File: src/rtl/uart_rx_ext_if.sv
// Receive-FIFO head handshake between uart_rx_ext (master) and its consumer (slave).
// Carries the head-entry data/status flags and the consumer's accept strobe.
interface uart_rx_ext_if;
    logic       iREADY;
    logic       oVALID;
    logic [7:0] oDATA;
    logic       oPARITY_ERR;
    logic       oFRAME_ERR;
    logic       oBREAK;

    modport master (
        input  iREADY,
        output oVALID, oDATA, oPARITY_ERR, oFRAME_ERR, oBREAK
    );

    modport slave (
        output iREADY,
        input  oVALID, oDATA, oPARITY_ERR, oFRAME_ERR, oBREAK
    );
endinterface

File: src/rtl/uart_rx_ext.sv
// Oversampling UART receiver with runtime frame format and a first-word-fall-through receive FIFO.
// Optional macro UART_RX_MAJORITY_EN: 3-sample majority vote around each bit centre.
module uart_rx_ext #(
    parameter int OVER_SAMPLING = 16,
    parameter int FIFO_DEPTH    = 8
) (
    input  logic                          CLK,
    input  logic                          RST_N,
    input  logic                          iCLK_CE,
    input  logic [1:0]                    iDATA_BITS,
    input  logic                          iPARITY_EN,
    input  logic                          iODD_PARITY,
    input  logic                          iSTOP_BIT,
    input  logic                          iUART_RX,
    input  logic                          iCLR_OVR,
    output logic                          oOVERRUN,
    output logic [$clog2(FIFO_DEPTH):0]   oLEVEL,
    output logic                          oRX_BUSY,
    uart_rx_ext_if.master                 rx_if
);

    localparam int MID   = OVER_SAMPLING / 2;
    localparam int CNT_W = $clog2(OVER_SAMPLING + 2);
    localparam int PTR_W = $clog2(FIFO_DEPTH);
    localparam int LVL_W = PTR_W + 1;
`ifdef UART_RX_MAJORITY_EN
    // Decision lands one tick after the nominal centre; counter then sits at offset +1.
    localparam int START_DEC = MID + 1;
    localparam int BIT_DEC   = OVER_SAMPLING + 1;
    localparam int RELOAD    = 1;
`else
    localparam int START_DEC = MID;
    localparam int BIT_DEC   = OVER_SAMPLING;
    localparam int RELOAD    = 0;
`endif

    typedef enum logic [2:0] {
        ST_IDLE      = 3'd0,
        ST_START     = 3'd1,
        ST_DATA      = 3'd2,
        ST_PARITY    = 3'd3,
        ST_STOP      = 3'd4,
        ST_WAIT_HIGH = 3'd5
    } state_t;

    function automatic logic parity_err_f(input logic acc, input logic pbit, input logic odd);
        return acc ^ pbit ^ odd;
    endfunction

    function automatic logic majority3_f(input logic a, input logic b, input logic c);
        return (a & b) | (a & c) | (b & c);
    endfunction

    logic             sync1_r, sync2_r;
    state_t           state_r;
    logic [CNT_W-1:0] cnt_r;
    logic [2:0]       bit_idx_r;
    logic             stop_idx_r;
    logic [7:0]       data_r;
    logic             par_acc_r, par_err_r, frame_r, any_one_r, busy_r;
    logic [1:0]       cfg_bits_r;
    logic             cfg_par_en_r, cfg_odd_r, cfg_stop_r;

    logic             line_s, bit_s, at_dec_s, last_data_s, push_s, brk_s;
    logic [CNT_W-1:0] cur_s, dec_pt_s;
    logic [10:0]      entry_s;

    // Two-flop synchronizer on the raw serial line, clocked every cycle.
    always_ff @(posedge CLK or negedge RST_N) begin
        if (!RST_N) begin
            sync1_r <= 1'b1;
            sync2_r <= 1'b1;
        end else begin
            sync1_r <= iUART_RX;
            sync2_r <= sync1_r;
        end
    end

    assign line_s = sync2_r;

`ifdef UART_RX_MAJORITY_EN
    logic smp_a_r, smp_b_r;

    // Capture the two early samples that precede each decision tick.
    always_ff @(posedge CLK or negedge RST_N) begin
        if (!RST_N) begin
            smp_a_r <= 1'b1;
            smp_b_r <= 1'b1;
        end else if (iCLK_CE && (state_r != ST_IDLE) && (state_r != ST_WAIT_HIGH)) begin
            if (cur_s == (dec_pt_s - CNT_W'(2))) begin
                smp_a_r <= line_s;
            end
            if (cur_s == (dec_pt_s - CNT_W'(1))) begin
                smp_b_r <= line_s;
            end
        end
    end
`endif

    // Tick-position decode, bit value and the entry assembled at the last stop sample.
    always_comb begin
        cur_s       = cnt_r + CNT_W'(1);
        dec_pt_s    = (state_r == ST_START) ? CNT_W'(START_DEC) : CNT_W'(BIT_DEC);
        at_dec_s    = iCLK_CE && (cur_s == dec_pt_s);
`ifdef UART_RX_MAJORITY_EN
        bit_s       = majority3_f(smp_a_r, smp_b_r, line_s);
`else
        bit_s       = line_s;
`endif
        last_data_s = (bit_idx_r == ({1'b0, cfg_bits_r} + 3'd4));
        push_s      = at_dec_s && (state_r == ST_STOP) && (stop_idx_r == cfg_stop_r);
        brk_s       = ~any_one_r & ~bit_s;
        entry_s     = {brk_s, frame_r | ~bit_s, cfg_par_en_r & par_err_r,
                       brk_s ? 8'h00 : data_r};
    end

    // Receive state machine; everything advances only on oversampling ticks.
    always_ff @(posedge CLK or negedge RST_N) begin
        if (!RST_N) begin
            state_r      <= ST_IDLE;
            cnt_r        <= {CNT_W{1'b0}};
            bit_idx_r    <= 3'd0;
            stop_idx_r   <= 1'b0;
            data_r       <= 8'h00;
            par_acc_r    <= 1'b0;
            par_err_r    <= 1'b0;
            frame_r      <= 1'b0;
            any_one_r    <= 1'b0;
            busy_r       <= 1'b0;
            cfg_bits_r   <= 2'd3;
            cfg_par_en_r <= 1'b0;
            cfg_odd_r    <= 1'b0;
            cfg_stop_r   <= 1'b0;
        end else if (iCLK_CE) begin
            case (state_r)
                ST_IDLE: begin
                    if (!line_s) begin
                        state_r <= ST_START;
                        cnt_r   <= {CNT_W{1'b0}};
                        busy_r  <= 1'b1;
                    end
                end
                ST_START: begin
                    if (at_dec_s) begin
                        cnt_r <= CNT_W'(RELOAD);
                        if (bit_s) begin
                            state_r <= ST_IDLE;
                            busy_r  <= 1'b0;
                        end else begin
                            state_r      <= ST_DATA;
                            bit_idx_r    <= 3'd0;
                            stop_idx_r   <= 1'b0;
                            data_r       <= 8'h00;
                            par_acc_r    <= 1'b0;
                            par_err_r    <= 1'b0;
                            frame_r      <= 1'b0;
                            any_one_r    <= 1'b0;
                            cfg_bits_r   <= iDATA_BITS;
                            cfg_par_en_r <= iPARITY_EN;
                            cfg_odd_r    <= iODD_PARITY;
                            cfg_stop_r   <= iSTOP_BIT;
                        end
                    end else begin
                        cnt_r <= cur_s;
                    end
                end
                ST_DATA: begin
                    if (at_dec_s) begin
                        cnt_r             <= CNT_W'(RELOAD);
                        data_r[bit_idx_r] <= bit_s;
                        par_acc_r         <= par_acc_r ^ bit_s;
                        any_one_r         <= any_one_r | bit_s;
                        if (last_data_s) begin
                            state_r <= cfg_par_en_r ? ST_PARITY : ST_STOP;
                        end else begin
                            bit_idx_r <= bit_idx_r + 3'd1;
                        end
                    end else begin
                        cnt_r <= cur_s;
                    end
                end
                ST_PARITY: begin
                    if (at_dec_s) begin
                        cnt_r     <= CNT_W'(RELOAD);
                        par_err_r <= parity_err_f(par_acc_r, bit_s, cfg_odd_r);
                        any_one_r <= any_one_r | bit_s;
                        state_r   <= ST_STOP;
                    end else begin
                        cnt_r <= cur_s;
                    end
                end
                ST_STOP: begin
                    if (at_dec_s) begin
                        cnt_r <= CNT_W'(RELOAD);
                        if (push_s) begin
                            state_r <= bit_s ? ST_IDLE : ST_WAIT_HIGH;
                            busy_r  <= ~bit_s;
                        end else begin
                            frame_r    <= frame_r | ~bit_s;
                            any_one_r  <= any_one_r | bit_s;
                            stop_idx_r <= 1'b1;
                        end
                    end else begin
                        cnt_r <= cur_s;
                    end
                end
                ST_WAIT_HIGH: begin
                    if (line_s) begin
                        state_r <= ST_IDLE;
                        busy_r  <= 1'b0;
                    end
                end
                default: begin
                    state_r <= ST_IDLE;
                    busy_r  <= 1'b0;
                end
            endcase
        end
    end

    assign oRX_BUSY = busy_r;

    logic [10:0]      mem_r [FIFO_DEPTH];
    logic [PTR_W-1:0] rd_r, wr_r, rd_nx_s;
    logic [LVL_W-1:0] count_r, count_nx_s, remain_s;
    logic [10:0]      head_r, head_nx_s;
    logic             valid_r, ovr_r;
    logic             full_s, pop_s, push_ok_s, ovr_set_s;

    // FIFO next-state: accept/reject push, pop, and the entry that becomes head.
    always_comb begin
        full_s     = (count_r == LVL_W'(FIFO_DEPTH));
        pop_s      = (count_r != {LVL_W{1'b0}}) && rx_if.iREADY;
        push_ok_s  = push_s && (!full_s || pop_s);
        ovr_set_s  = push_s && full_s && !pop_s;
        count_nx_s = count_r + {{(LVL_W-1){1'b0}}, push_ok_s} - {{(LVL_W-1){1'b0}}, pop_s};
        remain_s   = count_r - {{(LVL_W-1){1'b0}}, pop_s};
        rd_nx_s    = rd_r + {{(PTR_W-1){1'b0}}, pop_s};
        if (remain_s != {LVL_W{1'b0}}) begin
            head_nx_s = mem_r[rd_nx_s];
        end else if (push_ok_s) begin
            head_nx_s = entry_s;
        end else begin
            head_nx_s = 11'h000;
        end
    end

    // Storage array; contents are qualified by the pointers, so no reset is needed.
    always_ff @(posedge CLK) begin
        if (push_ok_s) begin
            mem_r[wr_r] <= entry_s;
        end
    end

    // FIFO pointers, occupancy, registered head outputs and sticky overrun.
    always_ff @(posedge CLK or negedge RST_N) begin
        if (!RST_N) begin
            rd_r    <= {PTR_W{1'b0}};
            wr_r    <= {PTR_W{1'b0}};
            count_r <= {LVL_W{1'b0}};
            head_r  <= 11'h000;
            valid_r <= 1'b0;
            ovr_r   <= 1'b0;
        end else begin
            rd_r    <= rd_nx_s;
            wr_r    <= wr_r + {{(PTR_W-1){1'b0}}, push_ok_s};
            count_r <= count_nx_s;
            head_r  <= head_nx_s;
            valid_r <= (count_nx_s != {LVL_W{1'b0}});
            if (ovr_set_s) begin
                ovr_r <= 1'b1;
            end else if (iCLR_OVR) begin
                ovr_r <= 1'b0;
            end
        end
    end

    assign rx_if.oVALID      = valid_r;
    assign rx_if.oDATA       = head_r[7:0];
    assign rx_if.oPARITY_ERR = head_r[8];
    assign rx_if.oFRAME_ERR  = head_r[9];
    assign rx_if.oBREAK      = head_r[10];
    assign oLEVEL            = count_r;
    assign oOVERRUN          = ovr_r;

endmodule

File: src/flat_wrapper.sv
// flat-port wrapper written by rule: the top's interface ports become plain ports
module uart_rx_ext_flat 
#(
    parameter int OVER_SAMPLING = 16,
    parameter int FIFO_DEPTH    = 8
)
  (CLK, RST_N, iCLK_CE, iDATA_BITS, iPARITY_EN, iODD_PARITY, iSTOP_BIT, iUART_RX, iCLR_OVR, oOVERRUN, oLEVEL, oRX_BUSY, rx_if_iREADY, rx_if_oVALID, rx_if_oDATA, rx_if_oPARITY_ERR, rx_if_oFRAME_ERR, rx_if_oBREAK);
  uart_rx_ext_if rx_if_i ();
  input  logic CLK;
  input  logic RST_N;
  input  logic iCLK_CE;
  input  logic [1:0] iDATA_BITS;
  input  logic iPARITY_EN;
  input  logic iODD_PARITY;
  input  logic iSTOP_BIT;
  input  logic iUART_RX;
  input  logic iCLR_OVR;
  output logic oOVERRUN;
  output logic [$clog2(FIFO_DEPTH):0] oLEVEL;
  output logic oRX_BUSY;
  input wire logic [$bits(rx_if_i.iREADY)-1:0] rx_if_iREADY;
  output wire logic [$bits(rx_if_i.oVALID)-1:0] rx_if_oVALID;
  output wire logic [$bits(rx_if_i.oDATA)-1:0] rx_if_oDATA;
  output wire logic [$bits(rx_if_i.oPARITY_ERR)-1:0] rx_if_oPARITY_ERR;
  output wire logic [$bits(rx_if_i.oFRAME_ERR)-1:0] rx_if_oFRAME_ERR;
  output wire logic [$bits(rx_if_i.oBREAK)-1:0] rx_if_oBREAK;
  assign rx_if_i.iREADY = rx_if_iREADY;
  assign rx_if_oVALID = rx_if_i.oVALID;
  assign rx_if_oDATA = rx_if_i.oDATA;
  assign rx_if_oPARITY_ERR = rx_if_i.oPARITY_ERR;
  assign rx_if_oFRAME_ERR = rx_if_i.oFRAME_ERR;
  assign rx_if_oBREAK = rx_if_i.oBREAK;
  uart_rx_ext #(.OVER_SAMPLING(OVER_SAMPLING), .FIFO_DEPTH(FIFO_DEPTH)) u_core (.CLK(CLK), .RST_N(RST_N), .iCLK_CE(iCLK_CE), .iDATA_BITS(iDATA_BITS), .iPARITY_EN(iPARITY_EN), .iODD_PARITY(iODD_PARITY), .iSTOP_BIT(iSTOP_BIT), .iUART_RX(iUART_RX), .iCLR_OVR(iCLR_OVR), .oOVERRUN(oOVERRUN), .oLEVEL(oLEVEL), .oRX_BUSY(oRX_BUSY), .rx_if(rx_if_i));
endmodule
File: config.mk
export PLATFORM = sky130hd
export DESIGN_NAME = uart_rx_ext_flat
export DESIGN_NICKNAME = d
export VERILOG_FILES = /design/src/rtl/uart_rx_ext_if.sv /design/src/rtl/uart_rx_ext.sv /design/src/flat_wrapper.sv
export SDC_FILE = /design/constraint.sdc
export NUM_CORES = 1
export LEC_CHECK = 0
export BUFFER_PORTS_ARGS = -buffer_cell sky130_fd_sc_hd__buf_2
export CORE_MARGIN = 5
export CORE_UTILIZATION = 49
export CTS_CLUSTER_SIZE = 16
export DETAILED_ROUTE_END_ITERATION = 10
export PLACE_DENSITY = 0.71
export SYNTH_ARGS = -nofsm -noshare
export SYNTH_HDL_FRONTEND = slang
export SYNTH_SLANG_ARGS = --single-unit
File: constraint.sdc
create_clock -name CLK -period 4.21 [get_ports CLK]
set_input_delay 0.6315 -clock CLK [delete_from_list [all_inputs] [get_ports CLK]]
set_output_delay 0.6315 -clock CLK [all_outputs]
set_load 0.03 [all_outputs]
==> reports/metrics.cfg, run 1 <==
[timing]
fmax_mhz = 278
fin_worst_hold_slack_ns = 0.311
clock_skew_ns = 0.00776
layout_min_cycle_time_ns = 3.60
maxSlewViolCount = 0
fin_ws_ns = 0.608
relSlewSlack_pct = 28.5
period_share_pct = 85.6
timing.final.hold_violations = 0
tns_ns = 0
rsz0062_at_grt = no
setup_viol = 0
tightest_slew_ns = 1.06

[yosys]
synthArstFlopShare_pct = 38.5
syn_area_sq_um = 6530
yosysTopAreaCell = edfxtp_1
syn_area_per_cell_sq_um = 14.4
yosysUniqueCellTypes = 67
ys_warn_count = 0
syn_inst = 453
yosys-top-cells-area = edfxtp_1, dfrtp_1, mux4_2
yosysSeqAreaShare_pct = 61.7
synth_edf_count = 88
synth_ff_type = edfxtp_1
synth-seq-cells = 143
synth_top_area_share_pct = 40.5
syn_nets = 480

[clock_tree]
htreeDepth = 4
postCtsHoldBufs = 0
clkLatencyLatePin_ns = 0.42
clk_path_buf_depth = 2
cts_tree = done
clkTransAtPathRegs_ns = 0.06
cts_buffers = 17
cts.sinks = 143
post_cts_buffers = 0
ctsResizeCount = 0
cts-root-buf = clkbuf_16

[global_routing]
met1_usage_pct = 23.7
antenna_found_initial = 0
gr-usage-met3_pct = 3.75
grt-busiest-layer = met2
grt_pass1_vias = 4065
grt_max_degree = 56
grt_overflow = 0
grt_pass1_wl_mm = 22.3
grt_usage_pct = 18.2
grt_util_met2_pct = 30.3

[setup_path]
path_depth = 9
critPathLaunchType = flip-flop
cp.required_ns = 4.50
r2r_slack_ns = 0.61
max_stage_delay_ns = 0.51
cp-end-kind = flip-flop
reg2reg_to = u_core.rx_if.oVALID$_DFF_PN0_
crit_path_top_delay_cell = dfrtp_1
reg2regPathDepth = 9
crit_family = simple AND/OR/NAND/NOR gates
worst_ep_arrival_time_ns = 3.89
path_max_fanout = 10
r2r-start = u_core.cnt_r[0]$_DFFE_PN0P_
crit_path_start = u_core.cnt_r[0]$_DFFE_PN0P_
endpoint = u_core.rx_if.oVALID$_DFF_PN0_
path_class = flip-flop to flip-flop
cp_cell_sequence = ha_1 > xor2_1 > or3_1 > nor4b_4 > ha_1 > inv_1 > fa_1 > inv_1 > or4_1
critPathBufInv = 2

[floorplanning]
die_h_microns = 125
dieArea_sq_um = 15700
ios = 29
die_w_microns = 125
initial_core_util_pct = 49.7
num_rows = 42
core_area_sq_um = 13100

[route]
routed_via_density = 5.90
dr_total_vias = 3994
wl_mm = 13.6
final_antenna_net_count = 0
post-route-drc-count = 0
drt-initial-drc-count = 253
firstDrtPassIters = 5
drt-wirelength-per-cell_microns = 20.1

[power]
p_leak_nw = 2.96
p_seq_share_pct = 39.7
switching_share_pct = 30.6
ir_drop_uv = 298
clockPowerShare_pct = 34.0
p_per_area_nw_per_um2 = 565
internal_power_mw = 2.92
power_frac_comb_pct = 26.3
netSwitchingPower_mw = 1.29

[min_path]
min_path_type = input pin to flip-flop

[final_layout]
drive_gt1_share_pct = 22.6
fin_nets = 516
fillers = 1052
syn2layout_area_growth_pct = 14.1
diodes = 0
mostFrequentLayoutCells = edfxtp_1, dfrtp_1, buf_2, nand2_1, mux4_2
final_common_cell = edfxtp_1

[place]
place.gp.congestion = 0.853
io_buffers = 28
dp.final_hpwl_mm = 8.93
post-place-ws_ns = 0.662

[outcome]
status = completed

[flow_run]
maxCapViolCount = 0

## routing by layer
metal | part of all wire (%) | vias to the layer above
met5 | 0 | -
met1 | 42 | 2026
met2 | 52 | 111
met4 | 1.9 | 0
li1 | - | 1839
met3 | 3.9 | 18
## cells by family (layout without fill, tap and decap cells)
| kind of cell | Yosys count | count (layout) | synth area share (%) |
|---|---|---|---|
| adders and majority gates | 16 | 16 | 3.18 |
| muxes | 44 | 44 | 11.2 |
| xor gates and xnor gates | 14 | 14 | 1.88 |
| AOI/OAI and AO/OA | 92 | 92 | 10.8 |
| and+or+nand+nor | 99 | 99 | 8.44 |
| buffers and inverters | 45 | 93 | 2.90 |
| DFF | 143 | 143 | 61.7 |
## layout make-up
class | instances | area, sq um | share of cell area (%)
clock inverter | 7 | 88.8 | 1.19
timing repair buffer | 43 | 253 | 3.39
tap | 176 | 220 | 2.96
sequential | 143 | 4020 | 54.0
inverter | 19 | 71.3 | 0.958
multi-input combinational | 265 | 2320 | 31.1
clock buffer | 24 | 472 | 6.33
## power by group through the flow
stage / logic (mW) / registers [mW] / clock network [mW]
floorplan: 0.749 / 1.77 / 0
global placement: 1.10 / 1.69 / 0
detailed placement: 1.12 / 1.70 / 0
CTS: 1.12 / 1.67 / 1.45
global route: 1.21 / 1.68 / 1.51
finish: 1.11 / 1.67 / 1.43
## registers in the layout (all words and copies together), names as in the netlist
register / count
u_core.rd_r: 3
u_core.data_r: 8
u_core.stop_idx_r: 1
u_core.sync1_r: 1
u_core.cnt_r: 5
u_core.cfg_par_en_r: 1
u_core.state_r: 3
u_core.bit_s: 1
u_core.oRX_BUSY: 1
u_core.bit_idx_r: 3
u_core.wr_r: 3
u_core.oLEVEL: 4
u_core.cfg_bits_r: 2
u_core.mem_r: 88
u_core.any_one_r: 1
u_core.cfg_odd_r: 1
u_core.oOVERRUN: 1
u_core.cfg_stop_r: 1
u_core.rx_if.oVALID: 1
u_core.frame_r: 1
u_core.par_acc_r: 1
u_core.head_r: 11
u_core.par_err_r: 1
## synthesized netlist by cell type (all sizes together) (8+ instances only)
cell type,instances
a21oi,13
a31oi,9
buf,9
clkbuf,17
dfrtp,51
edfxtp,88
ha,15
inv,19
mux2i,15
mux4,22
nand2,24
nand3,13
nor2,15
nor2b,9
o21ai,15
o2bb2ai,9
o41ai,16
xor2,8
## per-stage QoR
stage | instance area, sq um | cells | power (mW) | utilization [%]
4_1_cts | 7450 | 677 | 4.25 | 56.7
2_1_floorplan | 6530 | 453 | 2.52 | -
3_5_place_dp | 6890 | 646 | 2.82 | 52.4
6_report | 7450 | 677 | 4.21 | 56.7
3_3_place_gp | 6890 | 646 | 2.79 | 52.4
5_1_grt | 7450 | 677 | 4.41 | 56.7
## worst min-delay path by stage
stage | start | to | slack, ns | cells after the start
floorplan | RST_N | u_core.any_one_r$_DFFE_PN0P_ | 0.34 | 0
global placement | u_core.sync1_r$_DFF_PN1_ | u_core.bit_s$_DFF_PN1_ | 0.35 | 0
detailed placement | u_core.sync1_r$_DFF_PN1_ | u_core.bit_s$_DFF_PN1_ | 0.35 | 0
CTS | iUART_RX | u_core.sync1_r$_DFF_PN1_ | 0.29 | 1
global route | iUART_RX | u_core.sync1_r$_DFF_PN1_ | 0.30 | 1
finish | iUART_RX | u_core.sync1_r$_DFF_PN1_ | 0.31 | 1
Note: power is estimated with default switching activity, not from simulation.
==> run 2: changes to the inputs <==
--- a/config.mk
+++ b/config.mk
@@ -5,6 +5,7 @@
 export SDC_FILE = /design/constraint.sdc
 export NUM_CORES = 1
 export LEC_CHECK = 0
+export ABC_AREA = 1
 export BUFFER_PORTS_ARGS = -buffer_cell sky130_fd_sc_hd__buf_2
 export CORE_MARGIN = 5
 export CORE_UTILIZATION = 49
==> run 2 against run 1 <==
  * Clock power increased by 6%
  * Sequential share of layout area increased by 0.86 points
  * Register-to-register slack improved by 0.91 ns
  * Largest power group is now combinational logic
  * Core utilization increased by 1.2 points
  * Critical endpoint unchanged
==> reports/metrics.cfg, run 2 <==
[outcome]
status = completed

[timing]
maxSlewViolCount = 0  ; unchanged
tightest_slew_ns = 1.04  ; -0.0205 ns
clock_skew_ns = 0.0102  ; +0.00243 ns
relSlewSlack_pct = 30.5  ; +2.0 points
rsz0062_at_grt = no
period_share_pct = 64.0  ; -22 points
layout_min_cycle_time_ns = 2.69  ; -0.909 ns
fmax_mhz = 371  ; +34%
setup_viol = 0  ; unchanged
tns_ns = 0  ; unchanged
timing.final.hold_violations = 0  ; unchanged

[setup_path]
max_stage_delay_ns = 0.41  ; -0.10 ns
reg2regPathDepth = 14  ; +5
cp.required_ns = 4.52  ; +0.02 ns
r2r_slack_ns = 1.52  ; +0.91 ns
path_depth = 14  ; +5
critPathBufInv = 3  ; +1
path_max_fanout = 15  ; +5
path_class = flip-flop to flip-flop
cp_cell_sequence = ha_1 > xor2_1 > nor2_1 > nand2_1 > inv_2 > nand3_4 > nor2_4 > buf_4 > ha_1 > inv_1 > fa_1 > xor2_1 > nor2_1 > nand2_1
worst_ep_arrival_time_ns = 3.00  ; -0.89 ns
critPathLaunchType = flip-flop
crit_path_top_delay_cell = dfrtp_1
crit_family = adder cells
r2r-start = u_core.cnt_r[0]$_DFFE_PN0P_
cp-end-kind = flip-flop
reg2reg_to = u_core.rx_if.oVALID$_DFF_PN0_

[route]
routed_via_density = 5.37  ; -8.9%
drt-wirelength-per-cell_microns = 16.6  ; -17%
dr_total_vias = 4249  ; +6.4%
wl_mm = 13.1  ; -3.3%
drt-initial-drc-count = 257  ; +1.6%
post-route-drc-count = 0  ; unchanged
final_antenna_net_count = 0  ; unchanged
firstDrtPassIters = 5  ; unchanged

[global_routing]
antenna_found_initial = 0  ; unchanged
met1_usage_pct = 24.0  ; +0.28 points
grt_pass1_vias = 4197  ; +3.2%
grt_util_met2_pct = 30.2  ; about the same
grt_pass1_wl_mm = 21.4  ; -4.0%
gr-usage-met3_pct = 4.68  ; +0.92 points
grt-busiest-layer = met2
grt_usage_pct = 18.7  ; +0.46 points
grt_max_degree = 46  ; -18%
grt_overflow = 0  ; unchanged

[power]
p_leak_nw = 3.02  ; +2.1%
ir_drop_uv = 381  ; +28%
p_per_area_nw_per_um2 = 697  ; +23%

[yosys]
synth-simple-area-share_pct = 15.1  ; +6.7 points
ys_top_cells_by_count = edfxtp_1, nand2_1, nor2_1
yosysMostFrequentCell = edfxtp_1
synthArstFlopShare_pct = 38.5  ; unchanged
synth_mux_area_share_pct = 3.46  ; -7.7 points
synth_top_area_share_pct = 41.6  ; +1.1 points
ys_warn_count = 0  ; unchanged
synth_edf_count = 88  ; unchanged
syn_inst = 568  ; +25%
yosysTopAreaCell = edfxtp_1
yosysSeqAreaShare_pct = 63.3  ; +1.6 points
syn_area_sq_um = 6360  ; -2.6%
syn_nets = 595  ; +24%
yosys-top-cells-area = edfxtp_1, dfrtp_1, o21ai_0
yosysUniqueCellTypes = 35  ; -48%
synth_compound_area_share_pct = 8.38  ; -2.4 points
synth_xor_area_share_pct = 1.52  ; -0.36 points
syn_area_per_cell_sq_um = 11.2  ; -22%
synthAdderAreaFrac_pct = 3.27  ; +0.084 points
synth_ff_type = edfxtp_1
synth-seq-cells = 143  ; unchanged
synth_top_family_by_area = simple AND/OR/NAND/NOR gates

[floorplanning]
initial_core_util_pct = 50.2  ; +0.51 points
num_rows = 41  ; -2.4%
die_w_microns = 124  ; -1.2%
dieArea_sq_um = 15400  ; -2.4%
die_h_microns = 124  ; -1.2%
core_area_sq_um = 12700  ; -3.6%
ios = 29  ; unchanged

[final_layout]
fin_nets = 634  ; +23%
post-route-util_pct = 57.9  ; +1.2 points
regMostFlops = u_core.mem_r
largestRegisters = u_core.mem_r x88, u_core.head_r x11, u_core.data_r x8
final_common_cell = edfxtp_1
diodes = 0  ; unchanged
syn2layout_area_growth_pct = 15.3
finalNonFillerCells = 791  ; +17%
largest_reg_flops = 88  ; unchanged
drive_gt1_share_pct = 16.5  ; -6.1 points
mostFrequentLayoutCells = edfxtp_1, nand2_1, nor2_1, o21ai_0, dfrtp_1

[clock_tree]
ctsResizeCount = 0  ; unchanged
cts-root-buf = clkbuf_16
cts.sinks = 143  ; unchanged
post_cts_buffers = 0  ; unchanged
clk_path_buf_depth = 2  ; unchanged
cts_buffers = 17  ; unchanged
clkTransAtPathRegs_ns = 0.06  ; about the same
clkLatencyLatePin_ns = 0.42  ; about the same
postCtsHoldBufs = 0  ; unchanged
cts_tree = done
htreeDepth = 4  ; unchanged

[flow_run]
maxCapViolCount = 0  ; unchanged

[place]
dp.final_hpwl_mm = 8.36  ; -6.4%
place.gp.congestion = 0.883  ; +3.5%
dp.cells = 760  ; +18%
io_buffers = 28  ; unchanged

[min_path]
min_path_type = input pin to async pin

-- run 2: power breakdown --
| group | leakage, nW | internal [mW] | switching, mW |
|---|---|---|---|
| Sequential | 1.49 | 1.65 | 0.112 |
| Clock | 0.289 | 0.968 | 0.546 |
| Combinational | 1.24 | 0.604 | 1.23 |
| Total | 3.02 | 3.23 | 1.89 |
-- run 2: layout make-up --
cell class,count,area (sq um)
clock buffers,20,467
clock inverters,11,139
fillers,1075,5340
inverters,57,216
multi-input cells,345,2020
flip-flops and latches,143,4020
well taps,172,215
repair buffers,43,253
-- run 2: layer usage --
layer / vias to the layer above / part of all wire (%)
li1: 2067 / -
met3: 24 / 4.7
met2: 114 / 51
met4: 0 / 2.1
met1: 2044 / 43
met5: - / 0
-- run 2: worst max-delay path by stage --
stage                                            from                            end  slack [ns]
after floorplan            u_core.oLEVEL[2]$_DFF_PN0_   u_core.mem_r[0][0]$_DFFE_PP_        1.53
after global placement                   rx_if_iREADY     u_core.head_r[5]$_DFF_PN0_        1.46
after detailed placement                 rx_if_iREADY     u_core.head_r[5]$_DFF_PN0_        1.45
after CTS                  u_core.oLEVEL[2]$_DFF_PN0_     u_core.head_r[5]$_DFF_PN0_        1.49
after global routing       u_core.oLEVEL[2]$_DFF_PN0_     u_core.head_r[2]$_DFF_PN0_        1.30
final                     u_core.cnt_r[0]$_DFFE_PN0P_  u_core.rx_if.oVALID$_DFF_PN0_        1.52
-- run 2: worst reg2reg max path: stages, from the launching register on --
cell and delay [ns]:
dfrtp_1 0.41, ha_1 0.27, xor2_1 0.19, nor2_1 0.10, nand2_1 0.07, inv_2 0.11
nand3_4 0.10, nor2_4 0.08, buf_4 0.25, ha_1 0.21, inv_1 0.06, fa_1 0.38
xor2_1 0.20, nor2_1 0.11, nand2_1 0.05
-- run 2: through the flow --
stage / setup slack, ns / hold WS (ns) / area, sq um / total power, mW
after floorplan: 1.53 / 0.336 / 6360 / 3.15
final: 1.52 / 0.217 / 7330 / 5.11
after global placement: 1.46 / 0.348 / 6730 / 3.57
after global routing: 1.30 / 0.250 / 7330 / 5.43
after CTS: 1.49 / 0.216 / 7330 / 5.16
after detailed placement: 1.45 / 0.351 / 6730 / 3.62
-- run 2: logic make-up (layout without fill, tap and decap cells) --
logic type	after synthesis	count (layout)
AO/OA/AOI/OAI	87	87
XOR/XNOR	11	11
adder cells (fa/ha/maj)	16	16
buffers and inverters	80	131
flip-flops	143	143
multiplexers	22	22
AND/OR/NAND/NOR	209	209
==> run 3: changes to the inputs <==
==> constraint.sdc (replaced) <==
create_clock -name CLK -period 2.8 [get_ports CLK]
set_input_delay 0.42 -clock CLK [delete_from_list [all_inputs] [get_ports CLK]]
set_output_delay 0.42 -clock CLK [all_outputs]
set_load 0.03 [all_outputs]
==> run 3 against run 2 <==
  * Global-route usage down 0.23 points
  * Register-to-register slack got worse by 1.3 ns
  * Worst hold slack lost 0.10 ns
  * Clock-buffer cell count is 2 lower
  * Core utilization grew 0.39 points
  * Critical endpoint is now u_core.head_r[10]$_DFF_PN0_
  * Largest cell class unchanged
==> reports/metrics.cfg, run 3 (synthesis results as in run 2) <==
[clock_tree]
htreeDepth = 4  ; unchanged
clkLatencyLatePin_ns = 0.41  ; about the same
clkTransAtPathRegs_ns = 0.06  ; about the same
cts_buffers = 17  ; unchanged
cts-root-buf = clkbuf_16
clk_path_buf_depth = 2  ; unchanged
cts_tree = done
cts.sinks = 143  ; unchanged

[route]
drt-wirelength-per-cell_microns = 16.4  ; -1.2%
dr_total_vias = 4319  ; +1.6%
final_antenna_net_count = 0  ; unchanged
firstDrtPassIters = 5  ; unchanged
routed_via_density = 5.42  ; +0.88%
wl_mm = 13.1  ; -0.46%
post-route-drc-count = 0  ; unchanged
drt-initial-drc-count = 340  ; +32%

[place]
post-place-ws_ns = 0.248  ; -1.20 ns
io_buffers = 28  ; unchanged
dp.cells = 764  ; +0.53%
place.gp.congestion = 0.835  ; -5.4%
dp.final_hpwl_mm = 8.86  ; +6.0%

[global_routing]
grt_usage_pct = 18.5  ; -0.23 points
grt_pass1_wl_mm = 21.5  ; +0.39%
grt_max_degree = 46  ; unchanged
grt_pass1_vias = 4258  ; +1.5%
antenna_found_initial = 0  ; unchanged
grt_overflow = 0  ; unchanged

[power]
clockPowerShare_pct = 29.3  ; -0.3 points
ir_drop_uv = 572  ; +50%
p_leak_nw = 3.05  ; +0.91%
switching_share_pct = 36.6  ; -0.24 points
internal_power_mw = 4.92  ; +52%
power_frac_comb_pct = 36.5  ; +0.7 points
netSwitchingPower_mw = 2.84  ; +51%
p_per_area_nw_per_um2 = 1050  ; +51%
p_seq_share_pct = 34.2  ; -0.3 points

[floorplanning]
ios = 29  ; unchanged
num_rows = 41  ; unchanged
die_w_microns = 124  ; unchanged
core_area_sq_um = 12700  ; unchanged
die_h_microns = 124  ; unchanged
dieArea_sq_um = 15400  ; unchanged
initial_core_util_pct = 50.2  ; unchanged

[min_path]
min_from = iUART_RX
min_path_type = input pin to flip-flop
hold_depth = 1

[final_layout]
drive_gt1_share_pct = 16.5  ; about the same
final_common_cell = edfxtp_1
mostFrequentLayoutCells = edfxtp_1, nand2_1, nor2_1, o21ai_0, dfrtp_1
fin_nets = 639  ; +0.79%
regMostFlops = u_core.mem_r
syn2layout_area_growth_pct = 16.1
diodes = 0  ; unchanged
finalNonFillerCells = 797  ; +0.76%
largest_reg_flops = 88  ; unchanged
largestRegisters = u_core.mem_r x88, u_core.head_r x11, u_core.data_r x8

[setup_path]
r2r_slack_ns = 0.23  ; -1.29 ns
critPathLaunchType = flip-flop
path_max_fanout = 11  ; -4
crit_path_start = u_core.oLEVEL[2]$_DFF_PN0_
cp.required_ns = 3.09  ; -1.43 ns
reg2regPathDepth = 12  ; -2
path_class = flip-flop to flip-flop
r2r-start = u_core.oLEVEL[2]$_DFF_PN0_
cp-end-kind = flip-flop
worst_ep_arrival_time_ns = 2.86  ; -0.14 ns

[timing]
maxSlewViolCount = 0  ; unchanged
fmax_mhz = 389  ; +4.7%
fin_ws_ns = 0.229  ; -1.29 ns
relSlewSlack_pct = 55.4  ; +25 points
clock_skew_ns = 0.00694  ; -0.00326 ns
tns_ns = 0  ; unchanged
layout_min_cycle_time_ns = 2.57  ; -0.122 ns
timing.final.hold_violations = 0  ; unchanged
setup_viol = 0  ; unchanged
period_share_pct = 91.8  ; +28 points
tightest_slew_ns = 0.666  ; -0.373 ns
rsz0062_at_grt = no

[flow_run]
maxCapViolCount = 0  ; unchanged

[outcome]
status = completed

==> run 3: path summary, 6_finish.rpt <==
path,to
worst max-delay path,u_core.head_r[10]$_DFF_PN0_
worst min-delay path,u_core.sync1_r$_DFF_PN1_
worst max register to register,u_core.head_r[10]$_DFF_PN0_
worst min register to register,u_core.bit_s$_DFF_PN1_
max in group asynchronous,u_core.sync1_r$_DFF_PN1_
min in group asynchronous,u_core.oRX_BUSY$_DFFE_PN0P_
==> run 3: through the flow <==
stage | utilization [%] | hold slack [ns] | power (mW) | cell area (sq um)
floorplan | - | 0.124 | 4.74 | 6360
global placement | 53.4 | 0.350 | 5.42 | 6770
detailed placement | 53.4 | 0.351 | 5.51 | 6770
CTS | 58.2 | 0.0985 | 7.80 | 7380
global route | 58.2 | 0.0917 | 8.25 | 7380
finish | 58.2 | 0.113 | 7.76 | 7380
==> run 3: cell type report <==
class / instances / area, sq um
well taps: 172 / 215
clock inverters: 14 / 173
fillers: 1051 / 5290
clock buffers: 18 / 429
repair buffers: 48 / 305
inverters: 57 / 216
multi-input cells: 345 / 2020
flip-flops and latches: 143 / 4020
==> run 3: power by group through the flow <==
stage	clock (mW)	sequential [mW]	combinational, mW
5_1_grt	2.42	2.68	3.15
3_3_place_gp	0	2.69	2.73
6_report	2.28	2.65	2.83
4_1_cts	2.31	2.65	2.84
3_5_place_dp	0	2.69	2.81
2_1_floorplan	0	2.87	1.87
==> run 3: timing repair <==
item	CTS	global route
setup buffers	0	0
hold buffers	1	0
endpoints found under the hold margin	14	0
resized for setup	0	0
==> run 3: metal layers <==
metal | vias up | share of wire, % | global-route usage, %
met4 | 0 | 2.3 | 6.64
met1 | 2088 | 43 | 23.5
met3 | 23 | 5.4 | 5.04
met2 | 120 | 49 | 30.5
li1 | 2088 | - | -
met5 | - | 0 | 0
==> run 3: critical path, cell delays in order (launching register included) <==
cell and delay (ns):
dfrtp_1 0.34, inv_1 0.11, ha_1 0.21, a31oi_1 0.29, ha_1 0.33, inv_1 0.08, ha_1 0.29, a21oi_1 0.13
o211ai_1 0.10, nor2_1 0.15, inv_1 0.21, nand3_1 0.15, nand2_1 0.07
